<file path="src/rtl/lms_pkg.sv">
// lms_pkg: state encoding and parameter defaults shared by the LMS core files
package lms_pkg;
    localparam int LMS_DW      = 16;
    localparam int LMS_FRAC    = 15;
    localparam int LMS_NCH     = 4;
    localparam int LMS_TIMEOUT = 255;
    typedef enum logic [1:0] {IDLE = 2'd0, ISSUE = 2'd1, WAIT = 2'd2, OUT = 2'd3} state_t;
endpackage

</file>
<file path="src/rtl/lms_round_sat.sv">
// lms_round_sat: round-half-up arithmetic shift by FRAC, then saturate (SAT=1) or wrap to DW bits
module lms_round_sat #(
    parameter int IW   = 33,
    parameter int DW   = 16,
    parameter int FRAC = 15,
    parameter int SAT  = 1
) (
    input  logic signed [IW-1:0] prod,
    output logic        [DW-1:0] r
);
    localparam logic signed [IW:0] HALF = {{IW{1'b0}}, 1'b1} << (FRAC - 1);
    logic signed [IW:0] s;
    logic [IW-DW+1:0] hi;
    logic ovf;
    assign s   = ($signed({prod[IW-1], prod}) + HALF) >>> FRAC;
    assign hi  = s[IW:DW-1];
    // Overflow when the bits above the DW-bit sign position are not a pure sign extension
    assign ovf = !((&hi) || !(|hi));
    assign r   = (SAT != 0 && ovf) ? (s[IW] ? {1'b1, {(DW-1){1'b0}}} : {1'b0, {(DW-1){1'b1}}})
                                   : s[DW-1:0];
endmodule

</file>
<file path="src/rtl/lms_core_mc.sv">
// lms_core_mc: multichannel LMS weight-update sequencer with FIR start/done handshake and timeout
module lms_core_mc
    import lms_pkg::*;
#(
    parameter int DW      = LMS_DW,
    parameter int FRAC    = LMS_FRAC,
    parameter int NCH     = LMS_NCH,
    parameter int TIMEOUT = LMS_TIMEOUT,
    parameter int SAT     = 1,
    localparam int CHW    = NCH > 1 ? $clog2(NCH) : 1
) (
    input  logic           clk,
    input  logic           rst,
    input  logic           in_valid,
    output logic           in_ready,
    input  logic [CHW-1:0] in_ch,
    input  logic [DW-1:0]  error_in,
    input  logic [DW-1:0]  desired_in,
    input  logic [DW-1:0]  feedforward_in,
    input  logic [DW-1:0]  u_in,
    input  logic [NCH-1:0] ch_enable,
    output logic           fir_go,
    output logic [CHW-1:0] fir_ch,
    output logic [DW-1:0]  feedforward_out,
    input  logic           fir_done,
    output logic [DW-1:0]  weight_adjust,
    output logic           out_valid,
    input  logic           out_ready,
    output logic [CHW-1:0] out_ch,
    output logic           timeout_err,
    output logic           busy
);
    localparam int TW = TIMEOUT > 0 ? $clog2(TIMEOUT + 1) : 1;
    state_t state, state_d;
    logic [DW-1:0] e_r, d_r, u_r, w_next;
    logic [TW-1:0] cnt;
    logic signed [DW:0] diff;
    logic signed [2*DW:0] prod;
    logic ch_ok, go, tmo;

    assign in_ready  = state == IDLE && !rst;
    assign ch_ok     = int'(in_ch) < NCH && ch_enable[in_ch];
    assign go        = in_valid && in_ready && ch_ok;
    assign tmo       = cnt == TW'(TIMEOUT);
    assign fir_go    = state == ISSUE;
    assign out_valid = state == OUT;
    assign busy      = state != IDLE;
    assign out_ch    = fir_ch;
    assign diff      = $signed({e_r[DW-1], e_r}) - $signed({d_r[DW-1], d_r});
    assign prod      = (2*DW+1)'(diff) * (2*DW+1)'($signed(u_r));

    lms_round_sat #(.IW(2*DW+1), .DW(DW), .FRAC(FRAC), .SAT(SAT)) u_round_sat (
        .prod(prod),
        .r   (w_next)
    );

    always_ff @(posedge clk) state <= rst ? IDLE : state_d;

    always_comb begin
        state_d = state;
        case (state)
            IDLE:  state_d = go ? ISSUE : IDLE;
            ISSUE: state_d = WAIT;
            WAIT:  state_d = (fir_done || tmo) ? OUT : WAIT;
            OUT:   state_d = out_ready ? IDLE : OUT;
        endcase
    end

    always_ff @(posedge clk) begin
        if (rst) begin
            fir_ch          <= '0;
            feedforward_out <= '0;
            weight_adjust   <= '0;
            timeout_err     <= 1'b0;
            cnt             <= '0;
            e_r             <= '0;
            d_r             <= '0;
            u_r             <= '0;
        end else begin
            if (go) begin
                fir_ch          <= in_ch;
                feedforward_out <= feedforward_in;
                e_r             <= error_in;
                d_r             <= desired_in;
                u_r             <= u_in;
            end
            if (state == ISSUE) begin
                weight_adjust <= w_next;
                cnt           <= '0;
            end
            // fir_done takes priority over an expiring counter
            if (state == WAIT && !fir_done) begin
                if (tmo) begin
                    timeout_err   <= 1'b1;
                    weight_adjust <= '0;
                end else begin
                    cnt <= cnt + 1'b1;
                end
            end
        end
    end
endmodule

</file>
<file path="config.mk">
export PLATFORM = sky130hd
export DESIGN_NAME = lms_core_mc
export DESIGN_NICKNAME = d
export VERILOG_FILES = /design/src/rtl/lms_pkg.sv /design/src/rtl/lms_round_sat.sv /design/src/rtl/lms_core_mc.sv
export SDC_FILE = /design/constraint.sdc
export NUM_CORES = 1
export LEC_CHECK = 0
export CAP_MARGIN = 20
export CORE_ASPECT_RATIO = 0.6
export CORE_MARGIN = 2
export CORE_UTILIZATION = 35
export CTS_CLUSTER_SIZE = 20
export DETAILED_ROUTE_END_ITERATION = 7
export SLEW_MARGIN = 20
export SYNTH_ARGS = -nofsm -noshare
export SYNTH_HDL_FRONTEND = slang
export SYNTH_HIERARCHICAL = 1
export SYNTH_SLANG_ARGS = --single-unit
</file>
<file path="constraint.sdc">
create_clock -name clk -period 9 [get_ports clk]
set_clock_uncertainty 0.15 [all_clocks]
set_input_delay 1.8 -clock clk [delete_from_list [all_inputs] [get_ports clk]]
set_output_delay 1.8 -clock clk [all_outputs]
set_load 0.05 [all_outputs]
</file>
==> run metrics <==
cts bufs inserted 9; Critical Path Fanout Max 8; Worst Hold Class reg -> reg; Worst R2R Path Depth 41; # port buffers 115; Initial DRC Count 1054; max_cap viols 0; most used cell, CP fa_1; Area growth, synth to finish 25.3%; DRC viols 0; crit path kind reg -> reg; Worst-Margin Slew 1170 ps; Clk pin slew, worst setup/hold paths 80 ps; YS warnings 6; RSZ-0062 raised after global routing yes; area of the core 45100 um^2; Mean Syn Cell Area 8.47 um^2; slew margin rel. 22.0%; H-tree depth 3; Die Span Y 170 um; initial antenna violation count 0; CP Capture Type flop; Tcrit/Tclk final 102%; fmax 109 MHz; Max clock buf depth 2; final hold viol count 0; status finished with violations; origin of the critical flop-to-flop path e_r[0]$_SDFFE_PP0P_; # setup viols final 15; CP peak stage delay 530 ps; FF+latch area 1870 um^2; Die W 281 um; Final WS setup -186 ps; critical path data arrival time 9270 ps; clock net sink count 93; cell count after synthesis 1899; drt first pass iters 5; Slew Viols, Final 0; most frequent cells in the layout nand2_1 (337), inv_1 (326), fa_1 (266), buf_4 (183), clkdlybuf4s50_1 (114); CP max stage cell fa_1; global-route wire length before repair 78000 um; CTS root buffer clkbuf_16; Worst Path Required 9090 ps; Total Routing Usage GR 20.8%; Vias/cell 4.93; filler cell count 4286; Starting Density 35.7%; worst min-delay path endpoint weight_adjust[14]$_SDFF_PP0_; die area 47800 um^2; largest net degree at the start of global routing 85; CTS tree yes; Worst Hold Depth 2; gpl congestion 0.899; worst skew pair latency 380 ps; layout cells sized above 1 17.2%; Antenna Cells 0; Final nets 2577; global route overflow 0; setup_tns -2440 ps; worst reg2reg endpoint weight_adjust[3]$_SDFF_PP0_; vias 13500; Final ANT Viol Nets 0; IO Count 116; flop2flop setup slack -190 ps; vias in the first global route 14000; row count 60; failing checks negative setup slack; Detailed Place HPWL 37800 um; footprint of the multi-input gates 13100 um^2; Routed wire per std cell 17.4 um; net count after synthesis 2353; CP Launch Type flop; post-synthesis cell area 16100 um^2; commonest non-fill, non-tap cell in the layout nand2_1; Tmin final 9190 ps; Hold Crit Start weight_adjust[14]$_SDFF_PP0_; Routed WL 47700 um
-- repair_timing --
item                                    in CTS  in global routing
pin swaps                                   68                 34
hold endpoints to repair                     0                  0
buffers inserted                            32                  3
hold buffers                                 0                  0
endpoints found under the setup margin      16                 16
gates resized for setup                     80                 58
gates cloned                                 1                  0
-- stage by stage --
step,cells,util (%),hold slack [ps],worst slack (ps),instance area (um^2)
floorplan,1899,-,298,8.50,16100
global placement,2699,42.1,297,-413,19000
detailed placement,2699,42.1,300,-561,19000
CTS,2747,44.2,308,-226,19900
global route,2748,44.7,322,-634,20200
finish,2748,44.7,307,-186,20200
-- worst max-delay path by stage --
stage	from	to	slack, ps	cells after the start
finish	e_r[0]$_SDFFE_PP0P_	weight_adjust[3]$_SDFF_PP0_	-190	41
global route	e_r[0]$_SDFFE_PP0P_	weight_adjust[3]$_SDFF_PP0_	-630	41
CTS	e_r[0]$_SDFFE_PP0P_	weight_adjust[3]$_SDFF_PP0_	-230	40
detailed placement	e_r[0]$_SDFFE_PP0P_	weight_adjust[2]$_SDFF_PP0_	-560	41
global placement	e_r[0]$_SDFFE_PP0P_	weight_adjust[10]$_SDFF_PP0_	-410	42
floorplan	d_r[1]$_SDFFE_PP0P_	weight_adjust[6]$_SDFF_PP0_	9	38
-- flip-flops by register name, indices dropped and copies added (netlist names) --
name,count
d_r,16
e_r,16
feedforward_out,16
u_r,16
weight_adjust,16
cnt,8
fir_ch,2
state,2
timeout_err,1
-- critical path, delay by kind of cell (launching register included) --
| kind | cells | cell delay (ps) |
|---|---|---|
| buffers and inverters | 9 | 980 |
| AO/OA/AOI/OAI | 15 | 2660 |
| adder cells (fa/ha/maj) | 9 | 3640 |
| AND/OR/NAND/NOR | 7 | 1070 |
| flip-flops | 1 | 320 |
| XOR/XNOR | 1 | 200 |
-- metal layers --
layer  track usage (%)  wire (um)
met5                 0          0
met4              2.77        430
met3              7.08       4960
met2              28.4      18800
met1              32.0      23500
-- cell type report --
| cell class | count | area share [%] |
|---|---|---|
| Clock buffer | 9 | 1.12 |
| Clock inverter | 7 | 0.428 |
| Inverter | 343 | 6.39 |
| Multi-Input combinational cell | 1358 | 65.1 |
| Sequential cell | 93 | 9.26 |
| Tap cell | 620 | 3.85 |
| Timing Repair Buffer | 318 | 13.8 |
Power is not shown: default switching activity piles up to over one toggle a cycle in this logic, so the estimate is an artifact.
